### config.mk
export PLATFORM = sky130hd
export DESIGN_NAME = hamming_stream_decoder
export DESIGN_NICKNAME = d
export VERILOG_FILES = /design/src/rtl/hamming_stream_decoder.sv
export SDC_FILE = /design/constraint.sdc
export NUM_CORES = 1
export LEC_CHECK = 0
export CORE_ASPECT_RATIO = 0.7
export CORE_MARGIN = 3
export CORE_UTILIZATION = 40
export CTS_BUF_LIST = sky130_fd_sc_hd__clkbuf_4
export CTS_CLUSTER_DIAMETER = 150
export DETAILED_ROUTE_END_ITERATION = 7
export PLACE_DENSITY = 0.69
export SYNTH_ARGS = -nofsm -noshare
export SYNTH_HDL_FRONTEND = slang
export SYNTH_SLANG_ARGS = --single-unit
### constraint.sdc
create_clock -name CLK -period 3.6 [get_ports CLK]
set_clock_uncertainty 0.15 [all_clocks]
set_input_delay 0.9 -clock CLK [delete_from_list [all_inputs] [get_ports CLK]]
set_output_delay 0.9 -clock CLK [all_outputs]
set_load 0.01 [all_outputs]
### src/rtl/hamming_stream_decoder.sv
// Two-stage pipelined Hamming (2^R-1, 2^R-1-R) SEC decoder with valid/ready streaming and
// saturating error counters. Define HAMMING_DEC_SECDED_EN to add the overall-parity SEC-DED mode.
module hamming_stream_decoder #(
  parameter int R     = 4,
  parameter int CNT_W = 16,
  localparam int N    = (1 << R) - 1,
  localparam int K    = N - R,
`ifdef HAMMING_DEC_SECDED_EN
  localparam int CW   = N + 1
`else
  localparam int CW   = N
`endif
) (
  input  logic             CLK,
  input  logic             RST_N,
  input  logic             IN_VALID,
  output logic             IN_READY,
  input  logic [CW-1:0]    IN_CODEWORD,
  output logic             OUT_VALID,
  input  logic             OUT_READY,
  output logic [K-1:0]     OUT_DATA,
  output logic [R-1:0]     OUT_SYNDROME,
  output logic             OUT_CORRECTED,
  output logic             OUT_UNCORRECTABLE,
  input  logic             CNT_CLR,
  output logic [CNT_W-1:0] CORR_COUNT,
  output logic [CNT_W-1:0] UNCORR_COUNT
);

  function automatic logic [R-1:0] syndrome(input logic [N-1:0] cw);
    logic [R-1:0] s;
    s = '0;
    for (int i = 0; i < N; i++)
      for (int k = 0; k < R; k++)
        if (((i + 1) & (1 << k)) != 0) s[k] = s[k] ^ cw[i];
    return s;
  endfunction

  // Data bits live at the non-power-of-2 positions, packed upward from the LSB.
  function automatic logic [K-1:0] extract(input logic [N-1:0] cw);
    logic [K-1:0] d;
    int j;
    d = '0;
    j = 0;
    for (int i = 0; i < N; i++)
      if (((i + 1) & i) != 0) begin
        d[j] = cw[i];
        j++;
      end
    return d;
  endfunction

  logic [1:0]       vld_pipe_q, vld_pipe_d;   // [0] stage 1, [1] stage 2
  logic [N-1:0]     s1_cw_q, s1_cw_d;
  logic [R-1:0]     s1_syn_q, s1_syn_d;
  logic [K-1:0]     out_data_q, out_data_d;
  logic [R-1:0]     out_syn_q, out_syn_d;
  logic             out_corr_q, out_corr_d;
  logic [CNT_W-1:0] corr_cnt_q, corr_cnt_d;
  logic             s2_load, s1_adv, in_fire, out_fire;
  logic [N-1:0]     fix_cw;
  logic [R-1:0]     fix_idx;
  logic             fix_corr, fix_unc;
`ifdef HAMMING_DEC_SECDED_EN
  logic             s1_par_q, s1_par_d;
  logic             out_unc_q, out_unc_d;
  logic [CNT_W-1:0] uncorr_cnt_q, uncorr_cnt_d;
`endif

  assign s2_load  = !vld_pipe_q[1] | OUT_READY;
  assign s1_adv   = vld_pipe_q[0] & s2_load;
  assign IN_READY = !vld_pipe_q[0] | s1_adv;
  assign in_fire  = IN_VALID & IN_READY;
  assign out_fire = vld_pipe_q[1] & OUT_READY;

  always_comb begin
    fix_cw   = s1_cw_q;
    fix_idx  = s1_syn_q - R'(1);
    fix_corr = 1'b0;
    fix_unc  = 1'b0;
`ifdef HAMMING_DEC_SECDED_EN
    // Parity mismatch means an odd error count; zero syndrome then blames the parity bit itself.
    if (s1_par_q) begin
      fix_corr = 1'b1;
      if (s1_syn_q != '0) fix_cw[fix_idx] = ~s1_cw_q[fix_idx];
    end else if (s1_syn_q != '0) begin
      fix_unc = 1'b1;
    end
`else
    if (s1_syn_q != '0) begin
      fix_corr        = 1'b1;
      fix_cw[fix_idx] = ~s1_cw_q[fix_idx];
    end
`endif
  end

  always_comb begin
    vld_pipe_d = vld_pipe_q;
    s1_cw_d    = s1_cw_q;
    s1_syn_d   = s1_syn_q;
    out_data_d = out_data_q;
    out_syn_d  = out_syn_q;
    out_corr_d = out_corr_q;
`ifdef HAMMING_DEC_SECDED_EN
    s1_par_d   = s1_par_q;
    out_unc_d  = out_unc_q;
`endif
    if (in_fire) begin
      vld_pipe_d[0] = 1'b1;
      s1_cw_d       = IN_CODEWORD[N-1:0];
      s1_syn_d      = syndrome(IN_CODEWORD[N-1:0]);
`ifdef HAMMING_DEC_SECDED_EN
      s1_par_d      = ^IN_CODEWORD;
`endif
    end else if (s1_adv) begin
      vld_pipe_d[0] = 1'b0;
    end
    // Payload only changes when a real word moves in, so a stalled output stays put.
    if (s2_load) begin
      vld_pipe_d[1] = vld_pipe_q[0];
      if (vld_pipe_q[0]) begin
        out_data_d = extract(fix_cw);
        out_syn_d  = s1_syn_q;
        out_corr_d = fix_corr;
`ifdef HAMMING_DEC_SECDED_EN
        out_unc_d  = fix_unc;
`endif
      end
    end
  end

  always_comb begin
    corr_cnt_d = corr_cnt_q;
    if (CNT_CLR) corr_cnt_d = '0;
    else if (out_fire && out_corr_q && corr_cnt_q != '1) corr_cnt_d = corr_cnt_q + CNT_W'(1);
`ifdef HAMMING_DEC_SECDED_EN
    uncorr_cnt_d = uncorr_cnt_q;
    if (CNT_CLR) uncorr_cnt_d = '0;
    else if (out_fire && out_unc_q && uncorr_cnt_q != '1) uncorr_cnt_d = uncorr_cnt_q + CNT_W'(1);
`endif
  end

  always_ff @(posedge CLK or negedge RST_N) begin
    if (!RST_N) begin
      vld_pipe_q   <= '0;
      s1_cw_q      <= '0;
      s1_syn_q     <= '0;
      out_data_q   <= '0;
      out_syn_q    <= '0;
      out_corr_q   <= 1'b0;
      corr_cnt_q   <= '0;
`ifdef HAMMING_DEC_SECDED_EN
      s1_par_q     <= 1'b0;
      out_unc_q    <= 1'b0;
      uncorr_cnt_q <= '0;
`endif
    end else begin
      vld_pipe_q   <= vld_pipe_d;
      s1_cw_q      <= s1_cw_d;
      s1_syn_q     <= s1_syn_d;
      out_data_q   <= out_data_d;
      out_syn_q    <= out_syn_d;
      out_corr_q   <= out_corr_d;
      corr_cnt_q   <= corr_cnt_d;
`ifdef HAMMING_DEC_SECDED_EN
      s1_par_q     <= s1_par_d;
      out_unc_q    <= out_unc_d;
      uncorr_cnt_q <= uncorr_cnt_d;
`endif
    end
  end

  assign OUT_VALID     = vld_pipe_q[1];
  assign OUT_DATA      = out_data_q;
  assign OUT_SYNDROME  = out_syn_q;
  assign OUT_CORRECTED = out_corr_q;
  assign CORR_COUNT    = corr_cnt_q;
`ifdef HAMMING_DEC_SECDED_EN
  assign OUT_UNCORRECTABLE = out_unc_q;
  assign UNCORR_COUNT      = uncorr_cnt_q;
`else
  assign OUT_UNCORRECTABLE = fix_unc & 1'b0;
  assign UNCORR_COUNT      = '0;
`endif

endmodule
==> results of run 1 <==
state kept, by name, summed over array words and instances (netlist names):
name           flops
CORR_COUNT        16
s1_cw_q           15
OUT_DATA          11
OUT_SYNDROME       4
s1_syn_q           4
vld_pipe_q         2
OUT_CORRECTED      1
logic make-up after synthesis:
group / share of synthesized area (%)
simple gates: 13.2
flops: 43.3
mux: 17.2
compound gates: 7.75
xor+xnor: 9.43
buf+inv: 6.57
fa+ha+maj: 2.45
other cells: 0.122
Yosys cell counts, types with 2 or more instances:
master / instances / share of area, %
ha_1: 6 / 2.4
xor2_1: 14 / 4.0
nand3_1: 6 / 0.98
o21ai_0: 10 / 1.6
nand4_1: 6 / 1.2
nor2_1: 27 / 3.3
o21a_1: 3 / 0.73
and2_1: 3 / 0.61
nor3_1: 6 / 0.98
xnor2_1: 19 / 5.4
dfrtp_1: 53 / 43
and4_1: 2 / 0.57
buf_4: 17 / 4.2
a21o_1: 2 / 0.49
mux2i_1: 26 / 8.5
clkbuf_1: 5 / 0.61
a31oi_1: 4 / 0.82
inv_1: 5 / 0.61
o211ai_1: 6 / 1.5
buf_2: 2 / 0.33
or3_1: 2 / 0.41
nand2b_1: 2 / 0.41
and3_1: 2 / 0.41
nand2_1: 18 / 2.2
mux4_1: 2 / 1.7
buf_6: 2 / 0.73
a21oi_1: 5 / 0.82
nor2b_1: 4 / 0.82
mux2_2: 17 / 6.2
layout make-up:
class	count	area (um2)	share of cell area, %
inverter	5	18.8	0.507
timing repair buffer	57	556	15.0
tap	98	123	3.31
multi-input combinational	222	1600	43.1
sequential	53	1330	35.8
clock inverter	2	38.8	1.05
clock buffer	6	45.0	1.22
stage by stage:
stage | hold slack, ns | instances | utilization, %
2_1_floorplan | 0.321 | 307 | -
6_report | 0.349 | 443 | 50.4
4_1_cts | 0.360 | 443 | 50.4
3_5_place_dp | 0.325 | 435 | 49.3
5_1_grt | 0.384 | 443 | 50.4
3_3_place_gp | 0.316 | 435 | 49.3
path summary, 6_finish.rpt:
check                                     start              end  slack [ns]  depth (start not counted)
max in group asynchronous                 RST_N    CORR_COUNT[4]        2.39                          2
min in group asynchronous                 RST_N      s1_syn_q[0]        0.47                          2
worst min-delay path            OUT_SYNDROME[2]  OUT_SYNDROME[2]        0.35                          2
worst min register to register  OUT_SYNDROME[2]  OUT_SYNDROME[2]        0.35                          2
worst max register to register      s1_syn_q[0]      OUT_DATA[0]        0.62                          7
worst max-delay path                  OUT_READY         IN_READY        0.30                          4
worst max-delay path, delay by kind of cell:
family / cells / cell delay, ns
buf+inv: 2 / 0.95
simple gates: 2 / 0.41
power by group through the flow:
stage / Combinational [mW] / Clock (mW) / Sequential, mW
after global routing: 0.815 / 0.382 / 0.839
after global placement: 0.735 / 0 / 0.830
after detailed placement: 0.750 / 0 / 0.833
after floorplan: 0.511 / 0 / 0.817
after CTS: 0.752 / 0.359 / 0.820
final: 0.746 / 0.353 / 0.820
routing by layer:
metal / vias to the layer above / part of all wire, %
met5: - / 0
met4: 0 / 0.97
met3: 6 / 5.6
met2: 81 / 43
met1: 1102 / 51
li1: 1096 / -
==> flow_metrics.tcl, run 1 <==
set metrics [dict create \
    status "completed" \
    hp-class "reg2reg" \
    syn_area_um2 3070 \
    busiest_layer "met2" \
    row_count 26 \
    path_cells "clkdlybuf4s50_1, nor2b_1, nand2_1, clkdlybuf4s50_1" \
    portBuffers 53 \
    synth_area_per_cell_um2 10.5 \
    grt_pass1_wl_um 11100 \
    ys_seq_elements 53 \
    via_per_inst 5.16 \
    drc 0 \
    cp_common_cell "clkdlybuf4s50_1" \
    layout-drive-gt1-share_pct 9.86 \
    rsz0062_at_grt "no" \
    cts_buffer_depth 2 \
    cp_max_fo 4 \
    postCtsHoldBufs 0 \
    switchingPower_mw 0.669 \
    syn_inst 291 \
    h-tree-depth 2 \
    coreArea_um2 7350 \
    pwr-share-comb_pct 38.9 \
    ys_warn_count 0 \
    die_area_um2 8770 \
    required_ns 2.55 \
    area_growth_pct 20.9 \
    max_clock_freq_ghz 0.303 \
    grt_util_met1_pct 22.7 \
    tightestPinTransition_ns 0.668 \
    worstSetupPathType "in2out" \
    grtUsageTotal_pct 15.6 \
    slew_headroom_pct 55.5 \
    totalNegativeSetupSlack_ns 0 \
    hold_viol 0 \
    dpl-instance-area_um2 3620 \
    worstPathArrival_ns 2.25 \
    final_antenna_net_count 0 \
    cts_sinks 53 \
    synth-edff-count 0 \
    ios 71 \
    critPathLaunchType "input port" \
    path_clk_slew_ns 0.16 \
    slew_viol_final 0 \
    p_sw_share_pct 34.9 \
    power_mw 1.92 \
    wirelength_um 6720 \
    tritoncts "built" \
    critPathSlowestCell "clkdlybuf4s50_1" \
    p_int_mw 1.25 \
    leakage_nw 1.58 \
    place.gp.congestion 0.866 \
    hpwl_um 5160 \
    grtUsageMet3_pct 2.97 \
    setup_ws_ns 0.296 \
    clkPwrFrac_pct 18.4 \
    synth-main-ff-cell "dfrtp_1" \
    synth-async-reset-ratio_pct 100 \
    powerDensity_nw_per_um2 518 \
    drv_cap 0 \
    layout_common_cells "dfrtp_1, clkdlybuf4s50_1, nor2_1" \
    firstDrtPassIters 5 \
    slowest_delay_ns 0.50 \
    antenna_found_initial 0 \
    fp.dieH_um 79.2 \
    end_kind "primary output" \
    grt_max_degree 54 \
    wl_per_cell_um 15.2 \
    setup_violations 0 \
    overflow 0 \
    drt-initial-drc-count 102 \
    fin_crit_sh_pct 91.8 \
    design_area_um2 3700 \
    cts_root_buffer "clkbuf_4" \
    fillers 688 \
    first_global_vias 2221 \
    ys_types 44 \
    clk_latency_ns 0.38 \
    start_util_pct 41.7 \
    dp_slack_ns 0.310 \
    antennaDiodeCount 0 \
    via_count 2285 \
    post_cts.repair.setup_buffers 0 \
    layout_commonest_cell "dfrtp_1" \
    yosysSeqAreaShare_pct 43.3 \
    ir_drop_v 0.000229 \
    met2_usage_pct 24.0 \
    ctsResizeCount 0 \
    layout_min_cycle_time_ns 3.30 \
    nNetsFinal 370 \
    dieWidth_um 111 \
    power_frac_seq_pct 42.7 \
    numCtsBuffers 5 \
]
(Power assumes the default switching activity.)
==> run 2, diff against run 1 <==
CORE_UTILIZATION = 35   (was 40)
CTS_BUF_LIST = unset   (was sky130_fd_sc_hd__clkbuf_4)
PLACE_DENSITY = 0.62   (was 0.69)
clock period = 3.2 ns   (was 3.6 ns; I/O delays follow)
==> flow_metrics.tcl, run 2 (synthesis results as in run 1) <==
set metrics [dict create \
    status "completed" \
    overflow 0 \
    setup_violations 0 \
    worstSetupPathType "in2out" \
    layout-drive-gt1-share_pct 11.2 \
    drc 0 \
    via_count 2249 \
    layout_commonest_cell "dfrtp_1" \
    post_cts.repair.setup_buffers 0 \
    antennaDiodeCount 0 \
    path_clk_slew_ns 0.07 \
    r2r_start "s1_syn_q[1]" \
    firstDrtPassIters 4 \
    dieWidth_um 118 \
    multi_input_area_um2 1600 \
    cts_root_buffer "clkbuf_16" \
    wirelength_um 7050 \
    rr_worst_depth 7 \
    layout_min_cycle_time_ns 3.02 \
    coreArea_um2 8180 \
    first_global_vias 2127 \
    fin_crit_sh_pct 94.4 \
    hp-class "reg2reg" \
    dpl-instance-area_um2 3670 \
    ir_drop_v 0.000292 \
    grt_max_degree 54 \
    cts_sinks 53 \
    timing.rr.end "OUT_DATA[0]" \
    slew_viol_final 0 \
    via_per_inst 4.84 \
    cts_buffer_depth 2 \
    drv_cap 0 \
    fillers 771 \
    tightestPinTransition_ns 0.686 \
    portBuffers 53 \
    whs_endpoint "OUT_SYNDROME[0]" \
    antenna_found_initial 0 \
    max_clock_freq_ghz 0.331 \
    crit_start "OUT_READY" \
    holdCritStartpoint "OUT_SYNDROME[0]" \
    place.gp.congestion 0.874 \
    layout_common_cells "dfrtp_1, clkdlybuf4s50_1, nor2_1" \
    min_path_cells 2 \
    r2r_setup_slack_ns 0.44 \
    area_growth_pct 25.5 \
    final_antenna_net_count 0 \
    grt_pass1_wl_um 11600 \
    end_kind "primary output" \
    seq_area_um2 1330 \
    fp.dieH_um 84.3 \
    numCtsBuffers 5 \
    worstPathArrival_ns 2.07 \
    totalNegativeSetupSlack_ns 0 \
    slew_headroom_pct 54.2 \
    largest_register_ff_count 16 \
    leakage_nw 1.64 \
    nNetsFinal 374 \
    powerDensity_nw_per_um2 626 \
    wl_per_cell_um 15.2 \
    postCtsHoldBufs 0 \
    grtUsageTotal_pct 14.6 \
    hold_viol 0 \
    die_area_um2 9940 \
    h-tree-depth 2 \
    start_util_pct 37.5 \
    required_ns 2.25 \
    design_area_um2 3850 \
    ios 71 \
    row_count 27 \
    cp_max_fo 4 \
    critPathLaunchType "input port" \
    hpwl_um 5350 \
    clk_latency_ns 0.29 \
    drt-initial-drc-count 109 \
    rsz0062_at_grt "no" \
    tritoncts "built" \
]
[run 2: changes by cell type in the layout (fill, tap and decap cells not counted), sizes merged]
cell      before  now
buf            5    9
clkbuf         6    5
clkinvlp       0    1
[run 2: repair_timing]
| item | in CTS | in global routing |
|---|---|---|
| endpoints found under the setup margin | 0 | 1 |
| gates resized for setup | 0 | 1 |
| hold endpoints to repair | 0 | 0 |
[run 2: how the worst max path moves through the flow]
stage	depth (start not counted)	slack, ns	end
after detailed placement	4	0.10	IN_READY
after floorplan	10	0.66	OUT_DATA[0]
after global placement	4	0.11	IN_READY
after global routing	4	0.09	IN_READY
after CTS	4	0.09	IN_READY
final	4	0.18	IN_READY
[run 2: power breakdown]
part           internal [mW]  switching (mW)
Sequential             0.796           0.116
Combinational          0.447           0.423
Clock                  0.371           0.256
[run 2: routing by layer]
layer  GRT usage [%]  wire, um  vias up
met5               0         0        -
met4            3.72        69        0
met3            3.70       393        5
met2            19.0      2800       63
met1            23.3      3780     1081
li1                -         -     1100
[run 2: final cells by class]
type / count / area share, %
sequential: 53 / 34.5
timing repair buffer: 61 / 15.2
inverter: 5 / 0.488
tap: 116 / 3.77
clock buffer: 5 / 3.25
clock inverter: 3 / 1.20
multi-input combinational: 222 / 41.6
[run 2: worst max-delay path: stages]
cell             delay [ns]
clkdlybuf4s50_1        0.46
nor2b_2                0.20
nand2_1                0.11
clkdlybuf4s50_1        0.49
[run 2: metrics by stage]
| stage | instances | util (%) | power, mW | hold WS, ns | worst slack (ns) |
|---|---|---|---|---|---|
| floorplan | 307 | - | 1.49 | 0.321 | 0.664 |
| global placement | 457 | 44.9 | 1.78 | 0.316 | 0.108 |
| detailed placement | 457 | 44.9 | 1.80 | 0.328 | 0.102 |
| CTS | 465 | 47.0 | 2.43 | 0.344 | 0.0856 |
| global route | 465 | 47.1 | 2.57 | 0.368 | 0.0865 |
| finish | 465 | 47.1 | 2.41 | 0.336 | 0.179 |
==> run 3, diff against run 2 <==
CORE_UTILIZATION = 40   (was 35)
PLACE_DENSITY = 0.76   (was 0.62)
==> flow_metrics.tcl, run 3 (synthesis results as in run 1) <==
set metrics [dict create \
    status "completed" \
    timing.rr.end "OUT_DATA[0]" \
    holdCritStartpoint "OUT_SYNDROME[0]" \
    totalNegativeSetupSlack_ns 0 \
    ios 71 \
    post_cts.repair.setup_buffers 0 \
    via_per_inst 5.20 \
    drv_cap 0 \
    finalNonFillerCells 448 \
    dieWidth_um 111 \
    design_area_um2 3780 \
    rsz0062_at_grt "no" \
    portBuffers 53 \
    powerDensity_nw_per_um2 598 \
    fin_crit_sh_pct 95.0 \
    r2r_start "s1_syn_q[1]" \
    wl_per_cell_um 15.6 \
    min_path_cells 2 \
    drc 0 \
    layout_commonest_cell "dfrtp_1" \
    dp.cells 440 \
    start_util_pct 41.7 \
    fp.dieH_um 79.2 \
    hold_viol 0 \
    hpwl_um 5430 \
    cp_max_fo 4 \
    slew_headroom_pct 55.7 \
    overflow 0 \
    postCtsHoldBufs 0 \
    fillers 681 \
    crit_start "OUT_READY" \
    antennaDiodeCount 0 \
    required_ns 2.25 \
    grt_max_degree 54 \
    antenna_found_initial 0 \
    numCtsBuffers 5 \
    cts_sinks 53 \
    via_count 2330 \
    critPathLaunchType "input port" \
    final_antenna_net_count 0 \
    cts_root_buffer "clkbuf_8" \
    setup_violations 0 \
    hp-class "reg2reg" \
    grt_pass1_wl_um 11800 \
    place.gp.congestion 0.882 \
    coreArea_um2 7350 \
    whs_ns 0.342 \
    r2r_setup_slack_ns 0.45 \
    drt-initial-drc-count 182 \
    die_area_um2 8770 \
    path_clk_slew_ns 0.10 \
    whs_endpoint "OUT_SYNDROME[0]" \
    tightestPinTransition_ns 0.665 \
    tritoncts "built" \
    worstPathArrival_ns 2.09 \
    row_count 26 \
    max_clock_freq_ghz 0.329 \
    clk_latency_ns 0.31 \
    h-tree-depth 2 \
    cts_buffer_depth 2 \
    rr_worst_depth 7 \
    firstDrtPassIters 4 \
    wirelength_um 7000 \
    end_kind "primary output" \
    ir_drop_v 0.000376 \
    layout_min_cycle_time_ns 3.04 \
    worstSetupPathType "in2out" \
    layout-drive-gt1-share_pct 11.1 \
    leakage_nw 1.62 \
    area_growth_pct 23.2 \
    slew_viol_final 0 \
    nNetsFinal 375 \
    layout_common_cells "dfrtp_1, clkdlybuf4s50_1, nor2_1" \
    first_global_vias 2355 \
    largest_register_ff_count 16 \
    dpl-instance-area_um2 3660 \
    grtUsageTotal_pct 16.6 \
]
## run 3: cell type report
| type | count | area (um2) | area share (%) |
|---|---|---|---|
| Sequential cell | 53 | 1330 | 35.1 |
| Inverter | 5 | 18.8 | 0.497 |
| Clock inverter | 1 | 30.0 | 0.795 |
| Tap cell | 98 | 123 | 3.25 |
| Clock buffer | 7 | 86.3 | 2.29 |
| Timing Repair Buffer | 62 | 593 | 15.7 |
| Multi-Input combinational cell | 222 | 1600 | 42.4 |
## run 3: per-layer routing
layer  vias up  part of all wire (%)  track usage, %
li1       1102                     -               -
met1      1134                    49            24.0
met2        84                    45            25.9
met3        10                   4.6            2.44
met4         0                   1.6            5.29
met5         -                     0               0
## run 3: per-stage QoR
step	power (mW)	utilization (%)	setup WS (ns)
after detailed placement	1.81	49.8	0.104
after CTS	2.28	51.3	0.0888
after floorplan	1.49	-	0.664
after global placement	1.77	49.8	0.118
final	2.26	51.4	0.160
after global routing	2.41	51.4	0.0747
## run 3: how the worst max path moves through the flow
| stage | endpoint | slack, ns |
|---|---|---|
| final | IN_READY | 0.16 |
| after global routing | IN_READY | 0.07 |
| after CTS | IN_READY | 0.09 |
| after detailed placement | IN_READY | 0.10 |
| after global placement | IN_READY | 0.12 |
| after floorplan | OUT_DATA[0] | 0.66 |
## run 3: where the power goes
group / switching [mW] / internal [mW] / total (mW)
registers: 0.120 / 0.795 / 0.915
clock network: 0.213 / 0.255 / 0.469
logic: 0.427 / 0.449 / 0.876
total: 0.761 / 1.50 / 2.26
## run 3: timing repair
action                                  CTS  global route
endpoints found under the setup margin    0             1
hold endpoints to repair                  0             0
resized for setup                         0             1
## run 3: worst max-delay path: stages
cell and delay, ns:
clkdlybuf4s50_1 0.46, nor2b_2 0.20, nand2_1 0.13, clkdlybuf4s50_1 0.50
